### config.mk
export PLATFORM = sky130hd
export DESIGN_NAME = pp_accum_seq_flat
export DESIGN_NICKNAME = d
export VERILOG_FILES = /design/src/rtl/pp_accum_seq_pkg.sv /design/src/rtl/pp_accum_seq_if.sv /design/src/rtl/pp_accum_seq_csa.sv /design/src/rtl/pp_accum_seq.sv /design/src/flat_wrapper.sv
export SDC_FILE = /design/constraint.sdc
export NUM_CORES = 1
export LEC_CHECK = 0
export CELL_PAD_IN_SITES_DETAIL_PLACEMENT = 0
export CELL_PAD_IN_SITES_GLOBAL_PLACEMENT = 2
export CORE_ASPECT_RATIO = 0.9
export CORE_MARGIN = 8
export CORE_UTILIZATION = 34
export CTS_CLUSTER_DIAMETER = 150
export DETAILED_ROUTE_END_ITERATION = 10
export PLACE_DENSITY_LB_ADDON = 0.1
export SLEW_MARGIN = 20
export SYNTH_ARGS = -nofsm -noshare
export SYNTH_HDL_FRONTEND = slang
export SYNTH_SLANG_ARGS = --single-unit
### constraint.sdc
create_clock -name clk -period 10.54 [get_ports clk]
set_clock_uncertainty 0.1 [all_clocks]
set_input_delay 1.054 -clock clk [delete_from_list [all_inputs] [get_ports clk]]
set_output_delay 1.054 -clock clk [all_outputs]
set_load 0.01 [all_outputs]
### src/rtl/pp_accum_seq_pkg.sv
// rtl/pp_accum_seq_pkg.sv - shared types and defaults for the partial-product accumulator
// Purpose: FSM state enum and default WIDTH/ROWS used by pp_accum_seq and its bench.
// Ports: none (package).
package pp_acc_pkg;

  localparam int PP_ACC_WIDTH = 128;
  localparam int PP_ACC_ROWS  = 32;

  typedef enum logic [1:0] {
    IDLE    = 2'd0,
    ACCUM   = 2'd1,
    RESOLVE = 2'd2,
    DONE    = 2'd3
  } pp_acc_state_t;

endpackage

### src/rtl/pp_accum_seq_if.sv
// rtl/pp_accum_seq_if.sv - row-in / sum-out handshake bundle for pp_accum_seq
// Purpose: groups the input row stream and the result handshake.
// Ports (master = row generator + product register side, slave = accumulator):
//   in_valid/in_row/in_last (m->s), in_ready (s->m),
//   out_valid/out_sum/out_rows/out_trunc (s->m), out_ready (m->s).
interface pp_accum_seq_if #(
  parameter int WIDTH = 128,
  parameter int CNT_W = 6
) ();

  logic             in_valid;
  logic             in_ready;
  logic [WIDTH-1:0] in_row;
  logic             in_last;
  logic             out_valid;
  logic             out_ready;
  logic [WIDTH-1:0] out_sum;
  logic [CNT_W-1:0] out_rows;
  logic             out_trunc;

  modport master (
    output in_valid, in_row, in_last, out_ready,
    input  in_ready, out_valid, out_sum, out_rows, out_trunc
  );

  modport slave (
    input  in_valid, in_row, in_last, out_ready,
    output in_ready, out_valid, out_sum, out_rows, out_trunc
  );

endinterface

### src/rtl/pp_accum_seq_csa.sv
// rtl/pp_accum_seq_csa.sv - bitwise 3:2 carry-save compressor
// Purpose: sum = a^b^c, carry = maj(a,b,c) shifted up one bit (top carry dropped).
// Only compiled when PP_ACC_CSA_EN is defined; the direct-add build has no use for it.
// Ports: a, b, c (in, WIDTH), sum, carry (out, WIDTH).
`ifdef PP_ACC_CSA_EN
module csa_3to2 #(
  parameter int WIDTH = 128
) (
  input  logic [WIDTH-1:0] a,
  input  logic [WIDTH-1:0] b,
  input  logic [WIDTH-1:0] c,
  output logic [WIDTH-1:0] sum,
  output logic [WIDTH-1:0] carry
);

  logic [WIDTH-1:0] maj;

  assign sum   = a ^ b ^ c;
  assign maj   = (a & b) | (a & c) | (b & c);
  assign carry = maj << 1;

endmodule
`endif

### src/rtl/pp_accum_seq.sv
// rtl/pp_accum_seq.sv - sequential partial-product accumulator (top)
// Purpose: accumulates one WIDTH-bit row per cycle; a product closes on in_last or
//   after ROWS rows (out_trunc=1), and the modulo-2^WIDTH sum is held until out_ready.
// Config macro PP_ACC_CSA_EN: defined -> carry-save accumulation plus a RESOLVE cycle
//   (last row to out_valid = 2 cycles); undefined -> direct add per row (1 cycle).
// Ports: clk, rst_n (sync, active-low), bus (pp_accum_seq_if.slave).
module pp_accum_seq
  import pp_acc_pkg::*;
#(
  parameter int WIDTH = PP_ACC_WIDTH,
  parameter int ROWS  = PP_ACC_ROWS,
  parameter int CNT_W = $clog2(ROWS + 1)
) (
  input  logic           clk,
  input  logic           rst_n,
  pp_accum_seq_if.slave  bus
);

  pp_acc_state_t    state_q, state_d;
  logic [WIDTH-1:0] s_q;
  logic [CNT_W-1:0] cnt_q;
  logic [WIDTH-1:0] sum_q;
  logic [CNT_W-1:0] rows_q;
  logic             trunc_out_q;

  logic             in_ready;
  logic             accept;
  logic             close;
  logic [WIDTH-1:0] s_base, s_new;
  logic [CNT_W-1:0] cnt_base, cnt_new;

  assign in_ready = (state_q == IDLE) || (state_q == ACCUM);
  assign accept   = bus.in_valid && in_ready;

  // Treating IDLE as "empty accumulator" makes the first row use the same
  // datapath as every other row: S=row, C=0, cnt=1 fall out naturally.
  assign s_base   = (state_q == IDLE) ? '0 : s_q;
  assign cnt_base = (state_q == IDLE) ? '0 : cnt_q;
  assign cnt_new  = cnt_base + CNT_W'(1);
  assign close    = bus.in_last || (cnt_new == CNT_W'(ROWS));

`ifdef PP_ACC_CSA_EN
  localparam pp_acc_state_t CLOSE_ST = RESOLVE;

  logic [WIDTH-1:0] c_q;
  logic [WIDTH-1:0] c_base, c_new;
  logic             trunc_q;

  assign c_base = (state_q == IDLE) ? '0 : c_q;

  csa_3to2 #(.WIDTH(WIDTH)) u_csa (
    .a     (s_base),
    .b     (c_base),
    .c     (bus.in_row),
    .sum   (s_new),
    .carry (c_new)
  );
`else
  localparam pp_acc_state_t CLOSE_ST = DONE;

  assign s_new = s_base + bus.in_row;
`endif

  always_comb begin
    state_d = state_q;
    case (state_q)
      IDLE, ACCUM: if (accept) state_d = close ? CLOSE_ST : ACCUM;
      RESOLVE:     state_d = DONE;
      DONE:        if (bus.out_ready) state_d = IDLE;
    endcase
  end

  always_ff @(posedge clk) begin
    if (!rst_n) begin
      state_q     <= IDLE;
      s_q         <= '0;
      cnt_q       <= '0;
      sum_q       <= '0;
      rows_q      <= '0;
      trunc_out_q <= 1'b0;
`ifdef PP_ACC_CSA_EN
      c_q         <= '0;
      trunc_q     <= 1'b0;
`endif
    end else begin
      state_q <= state_d;
      if (accept) begin
        s_q   <= s_new;
        cnt_q <= cnt_new;
`ifdef PP_ACC_CSA_EN
        c_q     <= c_new;
        trunc_q <= !bus.in_last;
`else
        if (close) begin
          sum_q       <= s_new;
          rows_q      <= cnt_new;
          trunc_out_q <= !bus.in_last;
        end
`endif
      end
`ifdef PP_ACC_CSA_EN
      // Single carry-propagate add; the carry-out beyond WIDTH is discarded.
      if (state_q == RESOLVE) begin
        sum_q       <= s_q + c_q;
        rows_q      <= cnt_q;
        trunc_out_q <= trunc_q;
      end
`endif
    end
  end

  assign bus.in_ready  = in_ready;
  assign bus.out_valid = (state_q == DONE);
  assign bus.out_sum   = sum_q;
  assign bus.out_rows  = rows_q;
  assign bus.out_trunc = trunc_out_q;

endmodule
### src/flat_wrapper.sv
// flat-port wrapper written by rule: the top's interface ports become plain ports
module pp_accum_seq_flat import pp_acc_pkg::*;
#(
  parameter int WIDTH = PP_ACC_WIDTH,
  parameter int ROWS  = PP_ACC_ROWS,
  parameter int CNT_W = $clog2(ROWS + 1)
)
  (clk, rst_n, bus_in_valid, bus_in_row, bus_in_last, bus_out_ready, bus_in_ready, bus_out_valid, bus_out_sum, bus_out_rows, bus_out_trunc);
  pp_accum_seq_if #(.WIDTH(WIDTH), .CNT_W(CNT_W)) bus_i ();
  input  logic clk;
  input  logic rst_n;
  input wire logic [$bits(bus_i.in_valid)-1:0] bus_in_valid;
  input wire logic [$bits(bus_i.in_row)-1:0] bus_in_row;
  input wire logic [$bits(bus_i.in_last)-1:0] bus_in_last;
  input wire logic [$bits(bus_i.out_ready)-1:0] bus_out_ready;
  output wire logic [$bits(bus_i.in_ready)-1:0] bus_in_ready;
  output wire logic [$bits(bus_i.out_valid)-1:0] bus_out_valid;
  output wire logic [$bits(bus_i.out_sum)-1:0] bus_out_sum;
  output wire logic [$bits(bus_i.out_rows)-1:0] bus_out_rows;
  output wire logic [$bits(bus_i.out_trunc)-1:0] bus_out_trunc;
  assign bus_i.in_valid = bus_in_valid;
  assign bus_i.in_row = bus_in_row;
  assign bus_i.in_last = bus_in_last;
  assign bus_i.out_ready = bus_out_ready;
  assign bus_in_ready = bus_i.in_ready;
  assign bus_out_valid = bus_i.out_valid;
  assign bus_out_sum = bus_i.out_sum;
  assign bus_out_rows = bus_i.out_rows;
  assign bus_out_trunc = bus_i.out_trunc;
  pp_accum_seq #(.WIDTH(WIDTH), .ROWS(ROWS), .CNT_W(CNT_W)) u_core (.clk(clk), .rst_n(rst_n), .bus(bus_i));
endmodule
## After elaboration in Yosys (flattened, before gate mapping)

Cells that the tools add are included.

| storage, ports and cells | value |
|---|---|
| register bits after elaboration | 271 |
| logic and storage cells | 28 |

| operators by class | value |
|---|---|
| muxes and demuxes | 6 |
| equality and inequality tests | 6 |
| $add $sub $neg | 2 |
| reduce and logical (&&, ||, !) cells | 8 |

Operators with widths:

| operator | count |
|---|---|
| $add 128x128->128 | 1 |
| $mux 128 | 1 |
| $add 6x1->6 const B | 1 |
| $eq 6x6->1 const B | 1 |
| $mux 2 | 3 |
| $mux 6 | 1 |
| $pmux 2 s3 | 1 |
| $eq 2x2->1 const B | 2 |
| $reduce_and 2->1 | 2 |
| $eq 2x1->1 const B | 1 |
| $logic_not 2->1 | 1 |
| $logic_or 1x1->1 | 2 |
| $ne 2x1->1 const B | 1 |
| $ne 2x2->1 const B | 1 |
| $reduce_or 2->1 | 1 |
| $logic_and 1x1->1 | 1 |
| $logic_not 1->1 | 1 |

## Depth between registers and ports, before layout

| logic depth | value |
|---|---|
| word-level depth | 8 |
| mapped depth | 18 |

## Least setup slack after synthesis

No wires, ideal clock.

| path | value |
|---|---|
| path kind | register -> register |
| start point | register u_core.state_q[1] |
| end point | register u_core.s_q[108] |
| setup slack | 6178 ps |
| stages on the path, launching flop included | 19 |
| arrival time | 4140 ps |
| buffers on the path | 3 |
| library setup time | 122 ps |
| path through | dfxtp_1 or2_2 clkbuf_1 clkbuf_1 clkbuf_1 and2_1 ha_1 fa_1 a211oi_1 o21a_1 a2111o_1 a31oi_4 o221ai_2 a2111oi_4 o211ai_4 nand3b_4 a41o_4 and3_1 a311o_1 |

| on the way | value |
|---|---|
| cells in the longest elaborated chain, start to end | 3 |

Ends and longest elaborated chain:

| what | line | source |
|---|---|---|
| start, declared | pp_accum_seq.sv:19 | `pp_acc_state_t state_q, state_d;` |
| start signal, assigned | pp_accum_seq.sv:86 | `state_q <= state_d;` |
| $logic_not 2->1 / $eq 2x1->1 (equally long branches) | pp_accum_seq.sv:32, pp_accum_seq.sv:37 |  |
| $mux 128 / $logic_or 1x1->1 (equally long branches) | pp_accum_seq.sv:37, pp_accum_seq.sv:32 |  |
| $add 128x128->128 / $logic_and 1x1->1 (equally long branches) | pp_accum_seq.sv:61, pp_accum_seq.sv:33 |  |
| end signal, assigned | pp_accum_seq.sv:88 | `s_q <= s_new;` |
| end, declared | pp_accum_seq.sv:20 | `logic [WIDTH-1:0] s_q;` |

Several ways; a longest one is shown, not always the timed one.
A chain may end at the register's enable or synchronous reset.

## Worst setup path after layout

| path | value |
|---|---|
| start point | register u_core.state_q[1] |
| end point | register u_core.sum_q[115] (netlist: u_core.bus.out_sum[115]) |

| on the way | value |
|---|---|
| cells in the longest elaborated chain, start to end | 6 |

Ends and longest elaborated chain:

| what | line | source |
|---|---|---|
| branches (longest 6 deep; another with $add 128x128->128) | - |  |
| end signal, assigned | pp_accum_seq.sv:95 | `sum_q <= s_new;` |
| end, declared | pp_accum_seq.sv:22 | `logic [WIDTH-1:0] sum_q;` |

Several ways; the timed one is not identified.

==> summary.txt <==
Synthesis
  • Mapped Cells: 2751
  • Compound-Gate Fraction of Synth Area: 0.266
  • XOR/XNOR Fraction of Synth Area: 0.0444
  • Area contributors post-synth: dfxtp_1 (28%), a21oi_1 (10%), nand2_1 (9.9%)
  • FFs w/ async S/R, synth: 0
  • Syn Area/Cell: 7.09 µm²
  • Top FF cell, synth: dfxtp_1
  • YS warnings: 0
  • Post-Synth Simple-Gate Area: 0.280
  • Yosys reg bits: 271
  • Synth unique cells: 77
  • Netlist Area Pre-Place: 0.0195 mm²
  • EDFF count, synth: 0
  • Synth area leader: dfxtp_1
  • Adder-cell area share of the yosys netlist: 0.0831
  • Synth Net Count: 3013
  • Register area share after synthesis: 0.278
  • Post-synthesis mux area share: 0.00160
  • Combinational family with the most area after synthesis: simple AND/OR/NAND/NOR gates
  • Synth top area share: 0.278

Setup path
  • Crit Path Max Fanout: 60
  • Crit path required time: 10.88 ns
  • Slowest CP cell: nor3_1
  • WS Path Type: reg -> reg
  • Worst path cell trace: or2_4 > buf_4 > buf_4 > and2_1 > ha_1 > and4_1 > or3b_1 > nor3_1 > nand2_1 > nor3_1 > o21ai_1 > o21a_1 > o21ai_1 > a2111oi_0 > a311o_1
  • Critical Path Max Stage Delay: 0.68 ns
  • Critical path startpoint category: register
  • Crit path arrival time: 6.25 ns
  • Setup crit end kind: register

Global route
  • Gr usage total: 0.221
  • First-pass GRT wire length: 115000 µm
  • Vias in the first global route: 19500
  • Gr ovfl total: 0
  • Largest net degree at the start of global routing: 94
  • Antenna violations before repair: 0

Power
  • VDD IR max: 0.111 mV
  • Power Density: 140 mW/mm²
  • Lkg Pwr: 9.19 nW
  • Design Power: 3.33 mW

Clock tree
  • Post-CTS Hold Fix Bufs: 0
  • Clk Latency, worst-skew pair: 0.55 ns
  • Clock transition at path regs: 0.06 ns
  • Post_cts resized: 0
  • TritonCTS clock tree: built
  • CTS max path bufs: 3
  • Root Buffer: clkbuf_16
  • CTS Sinks: 271
  • Setup Buffers After CTS: 0
  • CTS H-tree lvls: 2
  • Total CTS buffers: 34

Timing
  • FMAX: 0.169 GHz
  • Final Slew Violations: 0
  • Worst-Margin Slew: 1.04 ns
  • RSZ-0062 raised after global routing: no
  • Setup_tns: 0 ns
  • Final hold violations: 0
  • Worst relative slew slack: 0.295
  • Period utilization: 0.561
  • Setup-failing EPs final: 0
  • Final worst path period need: 5.91 ns

Placement
  • Port bufs: 269
  • Post-DP HPWL: 58000 µm
  • Inst Count DP: 3618
  • GPL Wtd Cong: 0.913

Detailed routing
  • DRC violations left: 0
  • Vias per cell: 5.50
  • TritonRoute pass-1 iters: 5
  • DRT iter0 DRCs: 1335
  • Routed vias: 20200
  • Avg WL per Cell: 20.5 µm
  • Drt total wl: 75400 µm
  • Antenna viol nets, final: 0

Die
  • Io pins: 270
  • Row cnt: 83
  • Area of the die: 0.0653 mm²
  • Die H: 243 µm
  • Die Wd: 268 µm
  • Core ar.: 0.0569 mm²
  • Starting Density: 0.343

Final layout
  • Net count, final: 3151
  • Highest-count cells in the layout ignoring fill and taps: nand2_1 (511), a21oi_1 (389), dfxtp_1 (271)
  • Non-filler instance count after layout: 3677
  • P&R area growth vs syn: 22.2%
  • Share of layout cells above drive strength 1: 0.0367
  • Most common library cell in the layout ignoring fill and taps: nand2_1
  • Number of fill cells: 6053
  • N_diodes: 0
  • Final Util: 0.419

Outcome
  • Status: complete, no violations

Min path
  • Hold Crit Class: reg -> reg

Run
  • Max_cap viols: 0
[worst paths after layout]
path | cells after the start | end | slack [ns] | start
setup / recovery | 15 | u_core.bus.out_sum[115]$_SDFFE_PN0P_ | 4.63 | u_core.state_q[1]$_SDFFE_PN0P_
hold / removal | 2 | u_core.s_q[5]$_SDFFE_PN0P_ | 0.35 | u_core.s_q[5]$_SDFFE_PN0P_
setup reg to reg | 15 | u_core.bus.out_sum[115]$_SDFFE_PN0P_ | 4.63 | u_core.state_q[1]$_SDFFE_PN0P_
hold reg to reg | 2 | u_core.s_q[5]$_SDFFE_PN0P_ | 0.35 | u_core.s_q[5]$_SDFFE_PN0P_
[worst max-delay path, delay by kind of cell, from the launching register on]
kind	cells	cell delay (ns)
AO/OA/AOI/OAI	5	1.40
adder cells (fa/ha/maj)	1	0.27
buffers and inverters	2	0.94
flip-flops	1	0.44
AND/OR/NAND/NOR	7	2.55
[metal layers]
layer	track usage	up-vias	share of wire
met5	0	-	0
met4	0.0491	0	0.018
met3	0.0361	80	0.059
met2	0.352	568	0.44
met1	0.309	9522	0.48
li1	-	10100	-
[layout make-up]
type                       instances  area (µm²)  area share
multi-input combinational       2243       13200       0.555
tap                              765         957      0.0402
sequential                       271        5430       0.228
clock inverter                     7         160     0.00672
timing repair buffer             286        2820       0.118
inverter                          53         204     0.00856
clock buffer                      52        1050      0.0441
[synth_stat cells, drive strengths merged, types with 3 or more instances]
master   count
a211oi      25
a22oi        3
o2111ai      6
a211o        7
ha         128
or3         18
a221o        5
a21oi      390
nand4b       4
inv         53
and2       137
o41ai        3
o311ai      23
a21boi       9
buf         36
o21ba        3
o221ai      11
o211ai      26
nor2b       13
nand2b      17
nor3        42
nor2       180
a2111oi      5
a31oi       17
o21a        33
clkbuf     148
and4         8
o21ai      152
nor4        14
nand4       84
a21o        48
nand3      105
o211a        5
or4          3
dfxtp      271
xnor2       62
and3        18
o22ai        4
o31ai       10
xor2        37
o21bai      36
a311o        6
nand2      512
or2         12
[state kept, by name, summed over array words and instances, names as in the netlist]
name and cells:
u_core.state_q 2, u_core.cnt_q 6, u_core.bus.out_trunc 1, u_core.bus.out_rows 6, u_core.bus.out_sum 128, u_core.s_q 128
[per-stage QoR]
stage,instance area (µm²),hold WS (ns),setup WS [ns]
floorplan,19500,0.332,6.18
global placement,22600,0.338,4.90
detailed placement,22600,0.343,4.71
CTS,23800,0.351,4.70
global route,23800,0.365,4.20
finish,23800,0.349,4.63
[kinds of logic (layout without fill, tap and decap cells)]
family,after synthesis,count (layout)
xor gates and xnor gates,99,99
buffers and inverters,237,398
adders and majority gates,129,129
AOI/OAI and AO/OA,841,841
muxes,3,3
DFF,271,271
and+or+nand+nor,1171,1171
[where the power goes]
group	total, mW	internal, mW	switching (mW)
clock network	1.29	0.807	0.480
registers	1.15	1.11	0.0451
logic	0.893	0.341	0.552
(Power assumes the default switching activity.)
